### src/rtl/tl_pkg.sv
// Shared types for the traffic-light controller and its manual-override request generator.
package tl_pkg;

    typedef enum logic [3:0] {
        S0_A_STRAIGHT     = 4'd0,
        S1_A_STRAIGHT_YEL = 4'd1,
        S2_A_LEFT         = 4'd2,
        S3_A_LEFT_YEL     = 4'd3,
        S4_B_STRAIGHT     = 4'd4,
        S5_B_STRAIGHT_YEL = 4'd5,
        S6_B_LEFT         = 4'd6,
        S7_B_LEFT_YEL     = 4'd7,
        S8_OVERRIDE       = 4'd8,
        S9_ALL_RED        = 4'd9
    } state_t;

    typedef enum logic [1:0] {
        IDLE    = 2'd0,
        PENDING = 2'd1,
        LOCKED  = 2'd2
    } ovr_st_t;

    function automatic state_t btn_to_phase(input logic [1:0] idx);
        state_t ph;
        case (idx)
            2'd0:    ph = S0_A_STRAIGHT;
            2'd1:    ph = S2_A_LEFT;
            2'd2:    ph = S4_B_STRAIGHT;
            default: ph = S6_B_LEFT;
        endcase
        return ph;
    endfunction

    function automatic logic is_green(input state_t s);
        return (s == S0_A_STRAIGHT) || (s == S2_A_LEFT) ||
               (s == S4_B_STRAIGHT) || (s == S6_B_LEFT);
    endfunction

endpackage

### src/rtl/tl_override_req_if.sv
// Jump handshake between the override request generator (master) and tl_fsm (slave).
interface tl_override_req_if;

    logic            jump_req;
    tl_pkg::state_t  jump_state;
    logic            accept_jump;
    tl_pkg::state_t  cur_state;
    logic            busy;
    logic            err_accept;

    modport master (
        output jump_req,
        output jump_state,
        output busy,
        output err_accept,
        input  accept_jump,
        input  cur_state
    );

    modport slave (
        input  jump_req,
        input  jump_state,
        input  busy,
        input  err_accept,
        output accept_jump,
        output cur_state
    );

endinterface

### src/rtl/tl_debounce.sv
// One button path: 2-flop synchronizer, counter debouncer, rising-edge pulse.
module tl_debounce #(
    parameter int unsigned DB_CYC = 4
) (
    input  logic clk,
    input  logic rst_n,
    input  logic din_async,
    output logic level,
    output logic rise
);

    localparam int unsigned CW = $clog2(DB_CYC + 1);

    logic          sync1_q, sync2_q;
    logic          deb_q, deb_d, deb_prev_q;
    logic [CW-1:0] cnt_q, cnt_d;

    // The DB_CYC-th consecutive disagreeing cycle commits the new level.
    always_comb begin
        cnt_d = '0;
        deb_d = deb_q;
        if (sync2_q != deb_q) begin
            if (cnt_q == CW'(DB_CYC - 1)) begin
                deb_d = sync2_q;
            end else begin
                cnt_d = cnt_q + 1'b1;
            end
        end
    end

    always_ff @(posedge clk or negedge rst_n) begin
        if (!rst_n) begin
            sync1_q    <= 1'b0;
            sync2_q    <= 1'b0;
            deb_q      <= 1'b0;
            deb_prev_q <= 1'b0;
            cnt_q      <= '0;
        end else begin
            sync1_q    <= din_async;
            sync2_q    <= sync1_q;
            deb_q      <= deb_d;
            deb_prev_q <= deb_q;
            cnt_q      <= cnt_d;
        end
    end

    assign level = deb_q;
    assign rise  = deb_q & ~deb_prev_q;

endmodule

### src/rtl/tl_override_req.sv
// Manual-override request generator: debounced buttons become a held jump request for tl_fsm.
module tl_override_req
    import tl_pkg::*;
#(
    parameter int unsigned F_CLK_HZ    = 50_000_000,
    parameter int unsigned DEBOUNCE_MS = 20
) (
    input  logic                 clk,
    input  logic                 rst_n,
    input  logic [3:0]           btn,
    tl_override_req_if.master    ovr
);

    localparam int unsigned DB_CYC = (F_CLK_HZ / 1000) * DEBOUNCE_MS;

    if (DB_CYC < 1) begin : g_db_check
        $error("tl_override_req: DB_CYC must be at least 1");
    end

    logic [3:0] press;
    logic [3:0] level;

    for (genvar i = 0; i < 4; i++) begin : g_btn
        tl_debounce #(
            .DB_CYC (DB_CYC)
        ) u_debounce (
            .clk       (clk),
            .rst_n     (rst_n),
            .din_async (btn[i]),
            .level     (level[i]),
            .rise      (press[i])
        );
    end

    logic unused_level;
    assign unused_level = ^level;

    // Lowest index wins; a press for the phase already running is meaningless.
    state_t sel_phase;
    logic   press_valid;

    always_comb begin
        sel_phase = S0_A_STRAIGHT;
        for (int i = 3; i >= 0; i--) begin
            if (press[i]) begin
                sel_phase = btn_to_phase(2'(i));
            end
        end
        press_valid = (|press) && (sel_phase != ovr.cur_state);
    end

    ovr_st_t st_q, st_d;
    logic    jump_req_q, jump_req_d;
    state_t  jump_state_q, jump_state_d;
    logic    busy_q, busy_d;
    logic    err_q, err_d;

    // jump_state stays frozen after accept: tl_fsm samples it only when leaving S8_OVERRIDE.
    always_comb begin
        st_d         = st_q;
        jump_req_d   = jump_req_q;
        jump_state_d = jump_state_q;
        err_d        = err_q;
        unique case (st_q)
            IDLE: begin
                if (ovr.accept_jump) begin
                    err_d = 1'b1;
                end else if (press_valid) begin
                    st_d         = PENDING;
                    jump_req_d   = 1'b1;
                    jump_state_d = sel_phase;
                end
            end
            PENDING: begin
                if (ovr.accept_jump) begin
                    st_d       = LOCKED;
                    jump_req_d = 1'b0;
                end else if (press_valid && (sel_phase != jump_state_q)) begin
                    jump_state_d = sel_phase;
                end
            end
            LOCKED: begin
                if (ovr.accept_jump) begin
                    err_d = 1'b1;
                end
                if (is_green(ovr.cur_state)) begin
                    st_d = IDLE;
                end
            end
            default: begin
                st_d       = IDLE;
                jump_req_d = 1'b0;
            end
        endcase
        busy_d = (st_d == LOCKED);
    end

    always_ff @(posedge clk or negedge rst_n) begin
        if (!rst_n) begin
            st_q         <= IDLE;
            jump_req_q   <= 1'b0;
            jump_state_q <= S0_A_STRAIGHT;
            busy_q       <= 1'b0;
            err_q        <= 1'b0;
        end else begin
            st_q         <= st_d;
            jump_req_q   <= jump_req_d;
            jump_state_q <= jump_state_d;
            busy_q       <= busy_d;
            err_q        <= err_d;
        end
    end

    assign ovr.jump_req   = jump_req_q;
    assign ovr.jump_state = jump_state_q;
    assign ovr.busy       = busy_q;
    assign ovr.err_accept = err_q;

endmodule
### src/flat_wrapper.sv
// flat-port wrapper written by rule: the top's interface ports become plain ports
module tl_override_req_flat import tl_pkg::*;
#(
    parameter int unsigned F_CLK_HZ    = 50_000_000,
    parameter int unsigned DEBOUNCE_MS = 20
)
  (clk, rst_n, btn, ovr_jump_req, ovr_jump_state, ovr_busy, ovr_err_accept, ovr_accept_jump, ovr_cur_state);
  tl_override_req_if ovr_i ();
  input  logic clk;
  input  logic rst_n;
  input  logic [3:0] btn;
  output wire logic [$bits(ovr_i.jump_req)-1:0] ovr_jump_req;
  output wire logic [$bits(ovr_i.jump_state)-1:0] ovr_jump_state;
  output wire logic [$bits(ovr_i.busy)-1:0] ovr_busy;
  output wire logic [$bits(ovr_i.err_accept)-1:0] ovr_err_accept;
  input wire logic [$bits(ovr_i.accept_jump)-1:0] ovr_accept_jump;
  input wire logic [$bits(ovr_i.cur_state)-1:0] ovr_cur_state;
  assign ovr_jump_req = ovr_i.jump_req;
  assign ovr_jump_state = ovr_i.jump_state;
  assign ovr_busy = ovr_i.busy;
  assign ovr_err_accept = ovr_i.err_accept;
  assign ovr_i.accept_jump = ovr_accept_jump;
  assign ovr_i.cur_state = ovr_cur_state;
  tl_override_req #(.F_CLK_HZ(F_CLK_HZ), .DEBOUNCE_MS(DEBOUNCE_MS)) u_core (.clk(clk), .rst_n(rst_n), .btn(btn), .ovr(ovr_i));
endmodule
### config.mk
export PLATFORM = sky130hd
export DESIGN_NAME = tl_override_req_flat
export DESIGN_NICKNAME = d
export VERILOG_FILES = /design/src/rtl/tl_pkg.sv /design/src/rtl/tl_override_req_if.sv /design/src/rtl/tl_debounce.sv /design/src/rtl/tl_override_req.sv /design/src/flat_wrapper.sv
export SDC_FILE = /design/constraint.sdc
export NUM_CORES = 1
export LEC_CHECK = 0
export CORE_MARGIN = 2
export CORE_UTILIZATION = 40
export CTS_BUF_LIST = sky130_fd_sc_hd__clkbuf_16
export CTS_CLUSTER_SIZE = 12
export DETAILED_ROUTE_END_ITERATION = 12
export PLACE_DENSITY = 0.6
export REMOVE_ABC_BUFFERS = 1
export SETUP_SLACK_MARGIN = 0.05
export SKIP_LAST_GASP = 1
export SLEW_MARGIN = 15
export SYNTH_ARGS = -nofsm -noshare
export SYNTH_HDL_FRONTEND = slang
export SYNTH_SLANG_ARGS = --single-unit
export TNS_END_PERCENT = 100
### constraint.sdc
create_clock -name clk -period 1.7 [get_ports clk]
set_clock_uncertainty 0.1 [all_clocks]
set_input_delay 0.51 -clock clk [delete_from_list [all_inputs] [get_ports clk]]
set_output_delay 0.51 -clock clk [all_outputs]
set_load 0.005 [all_outputs]
# Word-level counts from Yosys, hierarchy flattened
# Cells that the tools add are included.
# classes
add_sub_neg,4
mux,26
reduce_logical,17
bitwise_logic,9
n_eq_ne,21
# op_table
operator,count
20-bit two-way mux,8
"20-bit by 1-bit adder with 20-bit output, second input constant",4
"20-bit == test, second input constant",4
4-bit two-way mux,7
2-bit AND reduction,5
"4-bit by 3-bit == test with 1-bit output, second input constant",2
2-bit two-way mux,4
4-bit != test,2
4-bit one-hot mux with 2 select lines,1
"2-bit != test, second input constant",3
2-bit one-hot mux with 3 select lines,1
1-bit inverter,5
5-bit AND reduction,1
1-bit bitwise AND,4
"2-bit == test, second input constant",2
"4-bit by 2-bit == test with 1-bit output, second input constant",1
4-bit logical NOT,1
1-bit != test,4
"2-bit by 1-bit != test with 1-bit output, second input constant",2
4-bit AND reduction,1
4-bit OR reduction,1
1-bit logical OR,3
1-bit two-way mux,3
3-bit two-way mux,1
6 further kinds,7
# totals
ff_bits,105
wordCells,102
output_inout_bits,7
in_bits,11

# Logic depth before layout (Yosys ltp)
# depth
word_depth,12
mapped_depth,8
depth_no_buf,6

# By module
# Synthesis repeated with hierarchy kept, for this count alone.
# unflattened
cells_unflattened,483
area_unflattened_um2,5016.1
# by_module_without_submodules
module,seq_area_each_um2,cells_per_inst,area_each_um2,n_inst
tl_debounce at u_core.g_btn[0].u_debounce ...,600.6,108,1146.1,3
tl_debounce at u_core.g_btn[1].u_debounce,600.6,110,1141.1,1
tl_override_req,175.2,49,436.7,1

# Worst setup path before layout
# No wires, ideal clock.
# synth_path
path_type,register to register
from,reg u_core.g_btn[2].u_debounce.cnt_q[0]
to,reg u_core.g_btn[2].u_debounce.cnt_q[13]
t_arrival_ns,1.588
setup_ns,0.071
stages_incl_launch_ff,9
required_ns,1.529
path_slack_ns,-0.059
path_buffers,2
synth_period_minus_slack_ns,1.759
path_cell_list,dfrtp_1 -> ha_1 -> and3_1 -> nand3_1 -> nor3_2 -> or2_1 -> buf_6 -> buf_8 -> nor2_1
# synth_via
elab_chain_len,3
elab_cells_between_ends,4
classes_between,add/sub: 1; eq/ne: 1; mux: 2
# synth_lines
item,line_no,rtl
"start, declared",tl_debounce.sv:16,"logic [CW-1:0] cnt_q, cnt_d;"
"start signal, assigned",tl_debounce.sv:43,cnt_q <= cnt_d;
20-bit by 1-bit adder with 20-bit output or 20-bit == test (tied branches),"tl_debounce.sv:26, tl_debounce.sv:23",
20-bit two-way mux (*),tl_debounce.sv:23,if (cnt_q == CW'(DB_CYC - 1)) begin
20-bit two-way mux (*),tl_debounce.sv:22,if (sync2_q != deb_q) begin
named net u_core.g_btn[2].u_debounce.cnt_d[13],tl_debounce.sv:16,
# Mark *: on every way through the listed nets, which the timed path passes. The rest lies on a longest branch.
# A chain may end at the register's enable or synchronous reset.

# Worst setup path in the final report
# layout_path
from,reg u_core.g_btn[3].u_debounce.cnt_q[1]
to,reg u_core.g_btn[3].u_debounce.cnt_q[8]
# layout_via
elab_chain_len,3
elab_cells_between_ends,4
classes_between,add/sub: 1; eq/ne: 1; mux: 2
# layout_lines
item,line_no
"start, declared",tl_debounce.sv:16
"start signal, assigned",tl_debounce.sv:43
20-bit by 1-bit adder with 20-bit output or 20-bit == test (tied branches),"tl_debounce.sv:26, tl_debounce.sv:23"
20-bit two-way mux (*),tl_debounce.sv:23
20-bit two-way mux (*),tl_debounce.sv:22
named net u_core.g_btn[3].u_debounce.cnt_d[8],tl_debounce.sv:16
# Marks and branches as above.

==> results.cfg <==
[die]
initial_utilization_pct = 41.1
die-area_mm2 = 0.0133
die_h_um = 115
coreArea_mm2 = 0.0121
rows = 40
ios = 18
die_w_um = 115

[synthesis]
synth_edf_count = 0
synth_top_cell_by_area = dfrtp_1
yosysUniqueCellTypes = 49
synth_area_leaders = dfrtp_1 52%, xor2_1 8.0%, nor2_1 7.8%, xnor2_1 5.5%, nand3_1 3.8%
synth_top_area_share_pct = 52.0
synthArstFlopShare_pct = 100
yosys_warnings = 0
syn_inst = 464
yosys_most_used_dff = dfrtp_1
ys_ff_latch = 103
synthesis.area_mm2 = 0.00495
synth_seq_area_share_pct = 52.0
syn_avg_cell_area_um2 = 10.7

[sta]
timing.final.ws_setup_ns = -0.00831
finalHoldViolCount = 0
min_period_ns = 1.71
final_max_slew_viol_count = 0
max_freq_ghz = 0.585
fin_crit_sh_pct = 100
rsz0062_at_grt = yes
whs_ns = 0.245
setup_viol = 3

[placed_design]
port_buffers = 15
dp_hpwl_um = 6160
gp_congestion = 0.823
place_ws_ns = -0.393
place_area_mm2 = 0.00562

[cells_and_area]
syn2layout_area_growth_pct = 39.4
fin_area_mm2 = 0.00691
final_cell_mix = 91 x dfrtp_1, 75 x buf_4, 57 x nor2_1
utilization_pct = 57.3
mostFrequentLayoutCell = dfrtp_1
drive_above_1_share_pct = 39.5
final_nets = 590
diodes = 0

[clock_tree]
htree_levels = 3
numCtsBuffers = 9
numClockSinks = 103
clk_latency_ns = 0.35
clk_pin_slew_ns = 0.07
clock-root-buffer = clkbuf_16
clockBufferDepth = 2
cts_tree = built

[grt]
grt_overflow = 0
grt_first_pass_wirelength_um = 16100
grt_pass1_vias = 3536
antenna_found_initial = 0
grt_usage_pct = 15.3
grt_max_degree = 42

[routing]
drc = 0
drt_pre_antenna_iters = 4
postRouteAntennaNets = 0
detailroute.via_count = 3693
vias_per_cell = 4.94
post_drt_wl_per_cell_um = 14.3
drtIter0Drc = 268
routed_wl_um = 10700

[power]
total_power_mw = 4.94
p_sw_share_pct = 23.3
internal_power_mw = 3.79
pwr-share-clk_pct = 41.8
power_leakage_nw = 3.10
pwr-share-comb_pct = 7.4
power_switching_mw = 1.15
vdd_drop_max_uv = 570
p_seq_share_pct = 50.8
p_per_area_mw_per_mm2 = 716

[worst_setup_path]
reg2reg_depth = 8
cp_slowest_cell = dfrtp_1
crit_path_cell_trace = ha_4 -> and3_4 -> nand3_4 -> buf_4 -> buf_4 -> nor2_1 -> xnor2_1 -> nor2_4
crit_arrival_ns = 1.84
path_max_fanout = 3
critical_path_class = reg2reg
required_ns = 1.84
cp_common_cell = buf_4
rrSetupSlack_ns = -0.008
start_kind = register
r2r-end = u_core.g_btn[3].u_debounce.cnt_q[8]$_DFF_PN0_
reg2reg_from = u_core.g_btn[3].u_debounce.cnt_q[1]$_DFF_PN0_
critPathMaxStageDelay_ns = 0.39
crit_path_end_kind = register

[flow_run]
maxCapViolations = 0

[hold_path]
min_path_type = reg2reg
min_to = u_core.g_btn[1].u_debounce.sync2_q$_DFF_PN0_
hold_depth = 0
min_from = u_core.g_btn[1].u_debounce.sync1_q$_DFF_PN0_

[run_status]
outcome = complete, but fails checks
violations = negative setup slack
==> power groups by stage <==
stage	clock [mW]	combinational, mW	sequential, mW
final	2.07	0.367	2.51
after global routing	2.22	0.402	2.51
after CTS	2.12	0.266	2.51
after detailed placement	0	0.252	2.56
after global placement	0	0.249	2.55
after floorplan	0	0.0793	2.56
==> layout make-up <==
cell class,instances,area [µm²]
Timing Repair Buffer,109,1030
Multi-Input combinational cell,341,2740
Inverter,11,41.3
Clock inverter,7,66.3
Clock buffer,9,225
Tap cell,168,210
Sequential cell,103,2590
Fill cell,1015,5160
==> kinds of logic after synthesis <==
family | synth area share, %
AO/OA/AOI/OAI | 2.78
XOR/XNOR | 13.4
adder cells (fa/ha/maj) | 1.01
buffers and inverters | 3.13
flip-flops | 52.0
multiplexers | 0.909
other | 0.0757
AND/OR/NAND/NOR | 26.6
==> routing by layer <==
layer | wire length, µm | global-route usage (%) | up-vias
met5 | 0 | 0 | -
met4 | 229 | 7.63 | 0
met3 | 246 | 2.64 | 16
met2 | 5340 | 25.5 | 62
met1 | 4860 | 19.4 | 1820
li1 | - | - | 1795
==> metrics by stage <==
step	std cells	TNS, ns
after global routing	748	-2.90
after global placement	686	-1.17
after detailed placement	686	-2.14
after CTS	714	0
after floorplan	455	-5.43
final	748	-0.0131
==> synthesized netlist by cell type, types with 2 or more instances <==
library cell and n:
dfrtp_1 103, nor2_1 103, xor2_1 45, nand3_1 38, xnor2_1 31, nand2_1 26, and3_1 13, inv_1 11
nand4_1 11, o21ai_0 6, buf_6 5, ha_1 4, mux2_2 4, nand2b_1 4, nor4_1 4, nor4_4 4
nand3_2 3, nand4_4 3, nor3_2 3, nor4_2 3, or2_1 3, a211oi_1 2, a21o_1 2, and4_1 2
buf_4 2, clkbuf_8 2, nand4b_1 2, nor3_1 2, nor4b_1 2, or3_1 2
==> critical path: cells and delay by family (launching register included) <==
family                     cells  cell delay [ns]
xor gates and xnor gates       1             0.19
and+or+nand+nor                4             0.48
DFF                            1             0.39
adders and majority gates      1             0.16
buffers and inverters          2             0.28
==> registers in the layout, summed over array words and instances, names as in the netlist <==
signal                              flops
u_core.g_btn.u_debounce.cnt_q          80
u_core.g_btn.u_debounce.deb_prev_q      4
u_core.g_btn.u_debounce.level           4
u_core.g_btn.u_debounce.sync1_q         4
u_core.g_btn.u_debounce.sync2_q         4
u_core.ovr.busy                         1
u_core.ovr.err_accept                   1
u_core.ovr.jump_req                     1
u_core.ovr.jump_state                   2
u_core.st_q                             2
==> worst max-delay path by stage <==
stage / startpoint / endpoint / slack [ns] / cells past startpoint
5_1_grt: u_core.g_btn[0].u_debounce.cnt_q[11]$_DFF_PN0_ / u_core.g_btn[0].u_debounce.cnt_q[15]$_DFF_PN0_ / -0.11 / 6
3_3_place_gp: ovr_cur_state[2] / u_core.st_q[0]$_DFF_PN0_ / -0.33 / 5
6_report: u_core.g_btn[3].u_debounce.cnt_q[1]$_DFF_PN0_ / u_core.g_btn[3].u_debounce.cnt_q[8]$_DFF_PN0_ / -0.008 / 8
3_5_place_dp: ovr_cur_state[2] / u_core.st_q[0]$_DFF_PN0_ / -0.39 / 5
4_1_cts: u_core.g_btn[0].u_debounce.cnt_q[0]$_DFF_PN0_ / u_core.g_btn[0].u_debounce.cnt_q[18]$_DFF_PN0_ / 0.02 / 6
2_1_floorplan: u_core.g_btn[2].u_debounce.cnt_q[0]$_DFF_PN0_ / u_core.g_btn[2].u_debounce.cnt_q[10]$_DFF_PN0_ / -0.12 / 6
==> what timing repair did <==
action                     CTS  global route
cloned                       1             8
setup endpoints to repair   83            85
pin swaps                    9            63
hold buffers                 1             0
gates resized for setup     25           123
buffers inserted            10            27
hold endpoints to repair     6             0
No activity file was read; power rests on OpenSTA's default activity.
==> patch (config.mk and constraints unchanged) <==
The 3 values of `ovr_st_t` get a one-hot encoding in 3 bits.
--- a/src/rtl/tl_pkg.sv
+++ b/src/rtl/tl_pkg.sv
@@ -15,8 +15,8 @@
     } state_t;
 
-    typedef enum logic [1:0] {
-        IDLE    = 2'd0,
-        PENDING = 2'd1,
-        LOCKED  = 2'd2
+    typedef enum logic [2:0] {
+        IDLE    = 3'b001,
+        PENDING = 3'b010,
+        LOCKED  = 3'b100
     } ovr_st_t;
 
Check against the original RTL: same outputs for any inputs over 10 cycles, from zero or initial values and one cycle with rst_n low; not proved beyond that.
==> patch against the unedited design <==
The run still ends with negative setup slack left. Sequential cell count increased by 1. Synthesized cell count increased by 4.5%. Design area increased by 4.8%. Utilization increased by 3.3 points. Maximum frequency decreased by 12%. Critical path depth increased by 1. First-iteration DRC count decreased by 20%. Wire length increased by 4.1%. Total power decreased by 2.4%. Global-route usage increased by 1.3 points. Worst setup slack got worse by 240 ps. Area after synthesis decreased by 1.1%. Die area decreased by 1.0%.
==> patch: results (changes against the unedited design) <==
| Metric | Value |
|---|---|
| Synth area leaders | dfrtp_1 (53%), xor2_1 (8.9%), nor2_1 (7.5%) |
| Count of non-CTS inverters in the layout | 10 (-1) |
| Met3 Use GR | 3.92% (+1.3 points) |
| Placed Instances | 724 (+5.5%) |
| Hold crit path type | input pin to asynchronous set/reset pin |
| Sequential fraction of the synthesis area | 53.1% (+1.1 points) |
| Met1 Usage GRT | 21.7% (+2.3 points) |
| CTS clock-pin slew for the worst setup and hold paths | 70 ps (about the same) |
| Violated checks | negative setup slack |
| Pleak | 0.00313 uW (+1.2%) |
| Metal-1 WL | 5.05 mm (+3.8%) |
| Placed Instance Area | 0.00590 mm^2 (+4.9%) |
| Delay of the slowest critical-path stage | 360 ps (-30 ps) |
| Final wirelength | 11.1 mm (+4.1%) |
| Synth Area per Inst | 10.1 um^2 (-5.3%) |
| Critical Path Fanout Max | 5 (+2) |
| Fraction of area in multi-input gates | 39.3% (-0.33 points) |
| Initial antenna violation count | 0 (unchanged) |
| Nets | 637 (+8.0%) |
| Vias/cell | 4.93 (-0.25%) |
| Post-CTS resize count | 50 (+100%) |
| CTS buffer count | 9 (unchanged) |
| Data arrival, critical path | 2090 ps (+250 ps) |
| Non-filler cells, final | 774 (+3.5%) |
| Metal2 WL | 5.68 mm (+6.4%) |
| GRT Overall Usage | 16.6% (+1.3 points) |
| Placement Setup Slack | -311 ps (+81.5 ps) |
| Netlist cell types | 47 (-4.1%) |
| Pin count of the biggest net entering global routing | 58 (+38%) |
| Clock Latency Late Sink | 350 ps (about the same) |
| Layout fillers | 934 (-8.0%) |
| Setup Fix Bufs, Post-CTS | 16 (+6) |
| Clk tree area frac | 3.77% (-0.45 points) |
| Multi-In Gates | 359 (+5.3%) |
| Non-clk bufs | 138 (+27%) |
| Synth-to-layout area growth | 47.7% |
| Max reg flops | 80 (unchanged) |
| Fin Setup TNS | -6400 ps (-6390 ps) |
| Slew Viols, Final | 0 (unchanged) |
| PwrDens | 667 mW/mm^2 (-6.9%) |
| Worst Setup Slack, final | -247 ps (-238 ps) |
| Fraction of area in registers | 36.0% (-1.5 points) |
| Gp weighted congestion | 0.802 (-2.6%) |
| Top reg by flops | u_core.g_btn.u_debounce.cnt_q |
| Peak VDD IR | 0.431 mV (-24%) |
| Vias in the first global route | 3818 (+8.0%) |
| Non-Clock Buffer Area Fraction | 17.8% (+2.9 points) |
| Count of flip-flops and latches | 104 (+0.97%) |
| First DRT Iteration DRCs | 215 (-20%) |
| Min Hold Slack | 42.4 ps (-202 ps) |
| DR WL met3 | 288 um (+17%) |
| GR Util met2 | 27.0% (+1.5 points) |
| Outcome | complete, but fails checks |
| Final setup vio count | 67 (+64) |
| Hpwl dp | 6.41 mm (+4.0%) |
| Antenna diodes | 0 (unchanged) |
| Global-route wire length before repair | 17.3 mm (+7.2%) |
| Top cells by instance count after synthesis | dfrtp_1 (103), nor2_1 (98), xor2_1 (50), nand3_1 (35), nand2_1 (32) |
| Fraction of layout cells with a size suffix above 1 | 43.4% (+3.9 points) |
[patch: worst max-delay path, delay by kind of cell (launching register included)]
| kind | cells | cell delay [ps] |
|---|---|---|
| buffers and inverters | 2 | 260 |
| adder cells (fa/ha/maj) | 1 | 180 |
| flip-flops | 1 | 360 |
| AND/OR/NAND/NOR | 6 | 940 |
[patch: logic make-up after synthesis]
| family | Yosys count | share of synthesized area, % |
|---|---|---|
| and+or+nand+nor | 246 | 25.1 |
| DFF | 104 | 53.1 |
| xor gates and xnor gates | 76 | 13.6 |
| AOI/OAI and AO/OA | 25 | 3.68 |
| buffers and inverters | 23 | 2.12 |
| muxes | 6 | 1.33 |
| adders and majority gates | 4 | 1.02 |
| other | 1 | 0.0765 |
[patch: power breakdown]
part | internal [uW] | switching (uW) | total [uW] | leakage (uW)
Clock | 996 | 931 | 1930 | 0.000134
Combinational | 176 | 197 | 373 | 0.00159
Sequential | 2510 | 19.5 | 2520 | 0.00140
Total | 3680 | 1150 | 4830 | 0.00313
[patch: final timing paths]
path                                                        to  depth (start not counted)                           startpoint
setup / recovery           u_core.g_btn[1].u_debounce.cnt_q[9]                          9  u_core.g_btn[1].u_debounce.cnt_q[0]
hold / removal             u_core.g_btn[2].u_debounce.cnt_q[5]                          2                                rst_n
setup reg to reg           u_core.g_btn[1].u_debounce.cnt_q[9]                          9  u_core.g_btn[1].u_debounce.cnt_q[0]
hold reg to reg             u_core.g_btn[0].u_debounce.sync2_q                          0   u_core.g_btn[0].u_debounce.sync1_q
max in group asynchronous                       u_core.st_q[0]                          2                                rst_n
min in group clk            u_core.g_btn[0].u_debounce.sync2_q                          0   u_core.g_btn[0].u_debounce.sync1_q
